<file path="src/rtl/draw_sprite_anim_if.sv">
// VGA stream bundle: timing counters, sync/blank flags and 12-bit colour.
interface vga_if;
  logic [10:0] hcount;
  logic [10:0] vcount;
  logic        hsync;
  logic        vsync;
  logic        hblnk;
  logic        vblnk;
  logic [11:0] rgb;

  modport in  (input  hcount, vcount, hsync, vsync, hblnk, vblnk, rgb);
  modport out (output hcount, vcount, hsync, vsync, hblnk, vblnk, rgb);
endinterface

</file>
<file path="src/rtl/draw_sprite_anim.sv">
// Overlays one animated, mirrorable, integer-scaled sprite from a synchronous ROM
// onto the VGA stream; colour key gives transparency, 2-cycle pass-through latency.
module draw_sprite_anim #(
  parameter int          SPRITE_W   = 32,
  parameter int          SPRITE_H   = 48,
  parameter int          FRAMES     = 4,
  parameter int          SCALE_LOG2 = 0,
  parameter int          FRAME_DIV  = 8,
  parameter logic [11:0] TRANSP_RGB = 12'hF0F,
  localparam int         AW = $clog2(SPRITE_W*SPRITE_H*FRAMES),
  localparam int         FW = (FRAMES > 1) ? $clog2(FRAMES) : 1
) (
  input  logic          clk,
  input  logic          rst,
  vga_if.in             vga_in,
  vga_if.out            vga_out,
  input  logic [11:0]   xpos,
  input  logic [11:0]   ypos,
  input  logic          mirror,
  input  logic          anim_en,
  output logic [AW-1:0] rom_addr,
  input  logic [11:0]   rom_data,
  output logic          hit,
  output logic [FW-1:0] frame_idx
);
  localparam int DW   = (FRAME_DIV > 1) ? $clog2(FRAME_DIV) : 1;
  localparam int CW   = (SPRITE_W > 1) ? $clog2(SPRITE_W) : 1;
  localparam int RW   = (SPRITE_H > 1) ? $clog2(SPRITE_H) : 1;
  localparam int BOXW = SPRITE_W << SCALE_LOG2;
  localparam int BOXH = SPRITE_H << SCALE_LOG2;

  typedef struct packed {
    logic [10:0] hcount;
    logic [10:0] vcount;
    logic        hsync;
    logic        vsync;
    logic        hblnk;
    logic        vblnk;
    logic [11:0] rgb;
  } vga_t;

  vga_t          s0, s1, s2;
  logic          in1, in2;
  logic          vb_q, vb_rise;
  logic [11:0]   xl, yl;
  logic          mir_l;
  logic [DW-1:0] div;
  logic [12:0]   dx, dy;
  logic          inbox;
  logic [CW-1:0] col, colm;
  logic [RW-1:0] row;
  logic [AW-1:0] addr_nxt;
  logic          blank2, opaque;

  always_comb begin
    s0 = '{hcount: vga_in.hcount, vcount: vga_in.vcount, hsync: vga_in.hsync,
           vsync: vga_in.vsync, hblnk: vga_in.hblnk, vblnk: vga_in.vblnk,
           rgb: vga_in.rgb};
  end

  assign vb_rise = vga_in.vblnk & ~vb_q;

  // 13-bit differences: bit 12 is the sign, so off-left/top never wraps into the box
  always_comb begin
    dx       = {2'b00, vga_in.hcount} - {1'b0, xl};
    dy       = {2'b00, vga_in.vcount} - {1'b0, yl};
    inbox    = !dx[12] && (dx < 13'(BOXW)) && !dy[12] && (dy < 13'(BOXH));
    col      = CW'(dx >> SCALE_LOG2);
    row      = RW'(dy >> SCALE_LOG2);
    colm     = mir_l ? (CW'(SPRITE_W-1) - col) : col;
    addr_nxt = AW'(frame_idx) * AW'(SPRITE_W*SPRITE_H) + AW'(row) * AW'(SPRITE_W) + AW'(colm);
  end

  always_ff @(posedge clk or negedge rst) begin
    if (!rst) begin
      s1       <= '0;
      s2       <= '0;
      in1      <= 1'b0;
      in2      <= 1'b0;
      rom_addr <= '0;
    end else begin
      s1  <= s0;
      s2  <= s1;
      in1 <= inbox;
      in2 <= in1;
      if (inbox) rom_addr <= addr_nxt;
    end
  end

  // Position/mirror only change at vblank start so a frame never tears
  always_ff @(posedge clk or negedge rst) begin
    if (!rst) begin
      vb_q      <= 1'b0;
      xl        <= '0;
      yl        <= '0;
      mir_l     <= 1'b0;
      div       <= '0;
      frame_idx <= '0;
    end else begin
      vb_q <= vga_in.vblnk;
      if (vb_rise) begin
        xl    <= xpos;
        yl    <= ypos;
        mir_l <= mirror;
        if (anim_en) begin
          if (div == DW'(FRAME_DIV-1)) begin
            div       <= '0;
            frame_idx <= (frame_idx == FW'(FRAMES-1)) ? '0 : frame_idx + 1'b1;
          end else begin
            div <= div + 1'b1;
          end
        end
      end
    end
  end

  // ROM data arrives alongside s2, so the colour mux is combinational on it
  assign blank2 = s2.hblnk | s2.vblnk;
  assign opaque = in2 & (rom_data != TRANSP_RGB);
  assign hit    = opaque & ~blank2;

  assign vga_out.hcount = s2.hcount;
  assign vga_out.vcount = s2.vcount;
  assign vga_out.hsync  = s2.hsync;
  assign vga_out.vsync  = s2.vsync;
  assign vga_out.hblnk  = s2.hblnk;
  assign vga_out.vblnk  = s2.vblnk;
  assign vga_out.rgb    = blank2 ? 12'h000 : (opaque ? rom_data : s2.rgb);
endmodule

</file>
<file path="src/flat_wrapper.sv">
// flat-port wrapper written by rule: the top's interface ports become plain ports
module draw_sprite_anim_flat 
#(
  parameter int          SPRITE_W   = 32,
  parameter int          SPRITE_H   = 48,
  parameter int          FRAMES     = 4,
  parameter int          SCALE_LOG2 = 0,
  parameter int          FRAME_DIV  = 8,
  parameter logic [11:0] TRANSP_RGB = 12'hF0F,
  localparam int         AW = $clog2(SPRITE_W*SPRITE_H*FRAMES),
  localparam int         FW = (FRAMES > 1) ? $clog2(FRAMES) : 1
)
  (clk, rst, xpos, ypos, mirror, anim_en, rom_addr, rom_data, hit, frame_idx, vga_in_hcount, vga_in_vcount, vga_in_hsync, vga_in_vsync, vga_in_hblnk, vga_in_vblnk, vga_in_rgb, vga_out_hcount, vga_out_vcount, vga_out_hsync, vga_out_vsync, vga_out_hblnk, vga_out_vblnk, vga_out_rgb);
  vga_if vga_in_i ();
  vga_if vga_out_i ();
  input  logic clk;
  input  logic rst;
  input  logic [11:0] xpos;
  input  logic [11:0] ypos;
  input  logic mirror;
  input  logic anim_en;
  output logic [AW-1:0] rom_addr;
  input  logic [11:0] rom_data;
  output logic hit;
  output logic [FW-1:0] frame_idx;
  input wire logic [$bits(vga_in_i.hcount)-1:0] vga_in_hcount;
  input wire logic [$bits(vga_in_i.vcount)-1:0] vga_in_vcount;
  input wire logic [$bits(vga_in_i.hsync)-1:0] vga_in_hsync;
  input wire logic [$bits(vga_in_i.vsync)-1:0] vga_in_vsync;
  input wire logic [$bits(vga_in_i.hblnk)-1:0] vga_in_hblnk;
  input wire logic [$bits(vga_in_i.vblnk)-1:0] vga_in_vblnk;
  input wire logic [$bits(vga_in_i.rgb)-1:0] vga_in_rgb;
  output wire logic [$bits(vga_out_i.hcount)-1:0] vga_out_hcount;
  output wire logic [$bits(vga_out_i.vcount)-1:0] vga_out_vcount;
  output wire logic [$bits(vga_out_i.hsync)-1:0] vga_out_hsync;
  output wire logic [$bits(vga_out_i.vsync)-1:0] vga_out_vsync;
  output wire logic [$bits(vga_out_i.hblnk)-1:0] vga_out_hblnk;
  output wire logic [$bits(vga_out_i.vblnk)-1:0] vga_out_vblnk;
  output wire logic [$bits(vga_out_i.rgb)-1:0] vga_out_rgb;
  assign vga_in_i.hcount = vga_in_hcount;
  assign vga_in_i.vcount = vga_in_vcount;
  assign vga_in_i.hsync = vga_in_hsync;
  assign vga_in_i.vsync = vga_in_vsync;
  assign vga_in_i.hblnk = vga_in_hblnk;
  assign vga_in_i.vblnk = vga_in_vblnk;
  assign vga_in_i.rgb = vga_in_rgb;
  assign vga_out_hcount = vga_out_i.hcount;
  assign vga_out_vcount = vga_out_i.vcount;
  assign vga_out_hsync = vga_out_i.hsync;
  assign vga_out_vsync = vga_out_i.vsync;
  assign vga_out_hblnk = vga_out_i.hblnk;
  assign vga_out_vblnk = vga_out_i.vblnk;
  assign vga_out_rgb = vga_out_i.rgb;
  draw_sprite_anim #(.SPRITE_W(SPRITE_W), .SPRITE_H(SPRITE_H), .FRAMES(FRAMES), .SCALE_LOG2(SCALE_LOG2), .FRAME_DIV(FRAME_DIV), .TRANSP_RGB(TRANSP_RGB)) u_core (.clk(clk), .rst(rst), .vga_in(vga_in_i), .vga_out(vga_out_i), .xpos(xpos), .ypos(ypos), .mirror(mirror), .anim_en(anim_en), .rom_addr(rom_addr), .rom_data(rom_data), .hit(hit), .frame_idx(frame_idx));
endmodule
</file>
<file path="config.mk">
export PLATFORM = sky130hd
export DESIGN_NAME = draw_sprite_anim_flat
export DESIGN_NICKNAME = d
export VERILOG_FILES = /design/src/rtl/draw_sprite_anim_if.sv /design/src/rtl/draw_sprite_anim.sv /design/src/flat_wrapper.sv
export SDC_FILE = /design/constraint.sdc
export NUM_CORES = 1
export LEC_CHECK = 0
export BUFFER_PORTS_ARGS = -buffer_cell sky130_fd_sc_hd__buf_4
export CAP_MARGIN = 20
export CELL_PAD_IN_SITES_DETAIL_PLACEMENT = 0
export CELL_PAD_IN_SITES_GLOBAL_PLACEMENT = 1
export CORE_MARGIN = 3
export CORE_UTILIZATION = 25
export DETAILED_ROUTE_END_ITERATION = 10
export PLACE_DENSITY = 0.53
export SYNTH_ARGS = -nofsm -noshare
export SYNTH_HDL_FRONTEND = slang
export SYNTH_SLANG_ARGS = --single-unit
</file>
<file path="constraint.sdc">
create_clock -name clk -period 8.2 [get_ports clk]
set_input_delay 1.23 -clock clk [delete_from_list [all_inputs] [get_ports clk]]
set_output_delay 1.23 -clock clk [all_outputs]
set_load 0.005 [all_outputs]
</file>
======== After elaboration in Yosys (flattened, before gate mapping) ========
Cells that the tools add are included.
storage, ports and cells
  output and inout bits ................... 54
  word-level logic and storage cells ...... 53
  input bits .............................. 78
  register bits after elaboration ......... 121
cells by class
  reduce and logical (&&, ||, !) cells .... 7
  $add $sub $neg .......................... 7
  bitwise gates (word level) .............. 6
  muxes and demuxes ....................... 5
  eq/ne operators ......................... 3
  $mul .................................... 1
  magnitude comparators ................... 2
operator list
  cell                    count
  $lt A13 B6 Y1 const B   2
  $sub A11 B12 Y13        2
  $mux W12                2
  $add A13 B11 Y13        1
  $add A13 B5 Y13         1
  $ne A12 B12 Y1 const B  1
  $mux W5                 1
  $sub A5 B5 Y5 const A   1
  $mul A2 B2 Y4 const B   1
  $add A3 B1 Y3 const B   1
  $and A1 B1 Y1           3
  $eq A3 B3 Y1 const B    1
  $logic_and A1 B1 Y1     3
  $mux W3                 1
  $reduce_and A3 Y1       1
  $add A2 B1 Y2 const B   1
  $eq A2 B2 Y1 const B    1
  $logic_not A1 Y1        2
  $mux W2                 1
  $not A1 Y1              2
  $reduce_and A2 Y1       1
  $or A1 B1 Y1            1

======== Longest topological paths before layout ========
  depth in word-level cells ............... 5
  depth in mapped cells ................... 13
  depth with buffers taken out ............ 12

======== Worst setup path before layout ========
No wires, ideal clock.
  path type ............................... input -> output
  start ................................... input port rom_data[7]
  end ..................................... output port vga_out_rgb[10]
  setup slack ............................. 4.341 ns
  required time ........................... 6.970 ns
  data arrival time ....................... 2.629 ns
  cell stages on the path ................. 5
  cell sequence ........................... nand4bb_1 -> o31ai_1 -> clkbuf_1 -> mux2i_1 -> nor2_1
on the way
  cells in the longest elaborated chain, start to end .. 4
ends and longest elaborated chain
  element                 line                     text
  start: declaration      flat_wrapper.sv:23       input logic [11:0] rom_data;
  $ne A12 B12 Y1          draw_sprite_anim.sv:119  assign opaque = in2 & (rom_data != TRANSP_RGB);
  $and A1 B1 Y1           draw_sprite_anim.sv:119
  $mux W12 (2 in series)  draw_sprite_anim.sv:128  assign vga_out.rgb = blank2 ? 12'h000 : (opaque ? rom_data : s2.rgb);
  end: declaration        flat_wrapper.sv:39       output wire logic [$bits(vga_out_i.rgb)-1:0] vga_out_rgb;
No other way between the ends.

======== Worst setup path after layout ========
  start ................................... input port rom_data[4]
  end ..................................... output port vga_out_rgb[0]
Same word-level chain as after synthesis.

==> flow_metrics.env <==
export IMPL_grt_pass1_wl_mm=21.3
export IMPL_hold_viol_final=0
export IMPL_r2r_end="u_core.rom_addr[1]$_DFFE_PN0P_"
export IMPL_die_area_um2=23400
export IMPL_tightest_slew_ns=0.862
export IMPL_hold_path_end="u_core.s2[10]$_DFF_PN0_"
export IMPL_hp_class="reg -> reg"
export IMPL_synthCells=459
export IMPL_antenna_left=0
export IMPL_yosysTopAreaCellShare=0.561
export IMPL_synth_fp_nets=569
export IMPL_syn_to_final_growth_pct=32.1
export IMPL_start_kind="input pin"
export IMPL_max_slew_margin=0.425
export IMPL_whs_path_depth=0
export IMPL_drt_pass1_iter_count=4
export IMPL_layout_cells_non_filler=867
export IMPL_cts_setup_buffers=0
export IMPL_fillers=2098
export IMPL_leakagePower_nw=3.45
export IMPL_synthTopCellsByArea="dfrtp_1 56%, ha_1 6.7%, buf_4 3.1%"
export IMPL_dp_hpwl_mm=9.62
export IMPL_cts_buffers=17
export IMPL_crit_top_cell="buf_4"
export IMPL_overflow=0
export IMPL_required_ns=6.97
export IMPL_worstPathCellList="buf_4 > nand4b_1 > o31ai_2 > buf_6 > mux2i_1 > nor2_1 > buf_4"
export IMPL_grt_max_degree=70
export IMPL_yosysUniqueCellTypes=55
export IMPL_ys_seq_area_frac=0.561
export IMPL_cts_tree="built"
export IMPL_final_max_slew_violation_count=0
export IMPL_dp_slack_ns=3.82
export IMPL_place_congestion=0.862
export IMPL_io_buffers=131
export IMPL_grtUsageTotal=0.114
export IMPL_synth_area_um2=5400
export IMPL_antenna_found_initial=0
export IMPL_syn_avg_cell_area_um2=11.8
export IMPL_setup_tns_ns=0
export IMPL_first_iter_violations=167
export IMPL_met2_usage=0.172
export IMPL_cts_root_buffer="clkbuf_16"
export IMPL_top_usage_layer="met2"
export IMPL_antenna_cells=0
export IMPL_drive_gt1_frac=0.316
export IMPL_cts_max_path_buffers=2
export IMPL_async_flop_share=1.00
export IMPL_start_util=0.255
export IMPL_drv_cap=0
export IMPL_placedInstanceArea_um2=6540
export IMPL_cp_arrival_ns=2.80
export IMPL_end_kind="primary output"
export IMPL_clock_latency_ns=0.41
export IMPL_cp_slowest_stage_delay_ns=0.61
export IMPL_dpl_cell_count=835
export IMPL_drt_wirelength_per_cell_um=14.9
export IMPL_status="finished, final reports clean"
export IMPL_fin_skew_ns=0.00779
export IMPL_ctsResizeCount=0
export IMPL_rsz0062_at_grt="false"
export IMPL_synth_edff_count=0
export IMPL_core_um2=21200
export IMPL_clock_sinks=121
export IMPL_ios=132
export IMPL_row_count=53
export IMPL_multi_input_area_um2=2020
export IMPL_design_area_um2=7140
export IMPL_critPathMaxFanout=7
export IMPL_grt_util_met1=0.155
export IMPL_max_freq_mhz=248
export IMPL_regArea_um2=3030
export IMPL_layout_cells_most_common_list="132 x buf_4, 121 x dfrtp_1, 40 x nand2_1"
export IMPL_use_met3=0.0368
export IMPL_wl_mm=12.9
export IMPL_cts_hold_buf=0
export IMPL_fin_crit_ns=4.03
export IMPL_num_vias=3721
export IMPL_die_x_um=153
export IMPL_fin_ws_ns=4.17
export IMPL_power_total_w=0.00173
export IMPL_power_density_nw_per_um2=243
export IMPL_cp_slowest_cell="o31ai_2"
export IMPL_final_net_count=689
export IMPL_finalSetupViolations=0
export IMPL_yosysTopAreaCell="dfrtp_1"
export IMPL_grt_pass1_vias=4006
export IMPL_die_y_um=153
export IMPL_reg2reg_setup_slack_ns=4.78
export IMPL_drc=0
export IMPL_fin_crit_sh=0.491
export IMPL_rr_startpoint="u_core.yl[1]$_DFFE_PN0P_"
export IMPL_crit_type="in -> out"
export IMPL_vdd_ir_drop_max_v=0.000128
export IMPL_synth_warning_count=0
export IMPL_mostFrequentLayoutCell="buf_4"
export IMPL_synth_ff_type="dfrtp_1"
export IMPL_vias_per_cell=4.29
export IMPL_synth_seq_cells=121
export IMPL_reg2reg_depth=9
export IMPL_worstHoldStart="u_core.s1[10]$_DFF_PN0_"
export IMPL_clk_pin_slew_worst_paths_ns=0.05
export IMPL_cts_htree_levels=4
==> worst max-delay path, delay by kind of cell <==
kind | cells | cell delay [ns]
AO/OA/AOI/OAI | 1 | 0.61
buffers and inverters | 3 | 0.49
AND/OR/NAND/NOR | 2 | 0.27
multiplexers | 1 | 0.20
==> flip-flops by register name, summed over array words and instances (netlist names) <==
signal                 count
u_core.div                 3
u_core.in1                 1
u_core.in2                 1
u_core.vga_out.hblnk       1
u_core.vga_out.vblnk       1
u_core.vga_out.hsync       1
u_core.xl                 12
u_core.rom_addr           13
u_core.vga_out.hcount     11
u_core.vga_out.vcount     11
u_core.yl                 12
u_core.frame_idx           2
u_core.mir_l               1
u_core.s2                 12
u_core.s1                 38
u_core.vga_out.vsync       1
==> through the flow <==
step | hold slack [ns] | util
floorplan | 0.331 | -
global placement | 0.332 | 0.309
detailed placement | 0.335 | 0.309
CTS | 0.347 | 0.337
global route | 0.354 | 0.337
finish | 0.345 | 0.337
==> per-layer routing <==
metal,wire length [um],vias to the layer above
li1,-,1793
met1,6190,1788
met2,5780,121
met3,779,19
met4,193,0
met5,0,-
==> synthesized netlist by cell type, types with 2 or more instances <==
library cell	n
dfrtp_1	121
nand2_1	40
inv_1	36
ha_1	29
o21ai_0	28
buf_4	22
a21oi_1	15
nor2_1	15
mux2i_1	13
mux2_2	11
a21o_1	10
nor3_1	10
xnor2_1	10
mux2_4	8
nor2b_1	8
clkbuf_1	7
o21a_1	6
nand2b_1	5
a211oi_1	4
nand3_1	4
xor2_1	4
fa_1	3
o211ai_1	3
o21bai_1	3
o31a_1	3
or3_1	3
or4_1	3
a211o_1	2
a22oi_1	2
a31oi_1	2
nand4b_1	2
nand4bb_1	2
nor4_1	2
o31ai_1	2
==> cells by family (layout without fill, tap and decap cells) <==
logic type / after synthesis / count (layout) / share of synthesized area
mux: 32 / 32 / 0.0693
fa+ha+maj: 32 / 32 / 0.0783
flops: 121 / 121 / 0.561
simple gates: 103 / 103 / 0.0961
buf+inv: 69 / 202 / 0.0679
compound gates: 88 / 88 / 0.105
xor+xnor: 14 / 14 / 0.0227
==> where the power goes <==
| group | internal (W) | total [W] | leakage (nW) | switching (W) |
|---|---|---|---|---|
| logic | 0.000151 | 0.000319 | 1.71 | 0.000168 |
| clock network | 0.000484 | 0.000752 | 0.286 | 0.000268 |
| registers | 0.000642 | 0.000664 | 1.45 | 0.0000216 |
| total | 0.00128 | 0.00173 | 3.45 | 0.000457 |
==> area by class of cell <==
class | instances | area share
Sequential cell | 121 | 0.424
Multi-Input combinational cell | 269 | 0.283
Timing Repair Buffer | 134 | 0.142
Clock inverter | 12 | 0.0210
Tap cell | 275 | 0.0482
Clock buffer | 20 | 0.0626
Inverter | 36 | 0.0189
==> worst max-delay path by stage <==
stage	start	to	slack, ns	cells past startpoint
floorplan	rom_data[7]	vga_out_rgb[10]	4.34	5
CTS	rom_data[4]	vga_out_rgb[0]	4.16	7
detailed placement	vga_in_vcount[4]	u_core.rom_addr[12]$_DFFE_PN0P_	3.82	9
global placement	vga_in_hcount[6]	u_core.rom_addr[12]$_DFFE_PN0P_	3.86	9
finish	rom_data[4]	vga_out_rgb[0]	4.17	7
global route	vga_in_vcount[4]	u_core.rom_addr[0]$_DFFE_PN0P_	4.04	9
(Power assumes the default switching activity.)
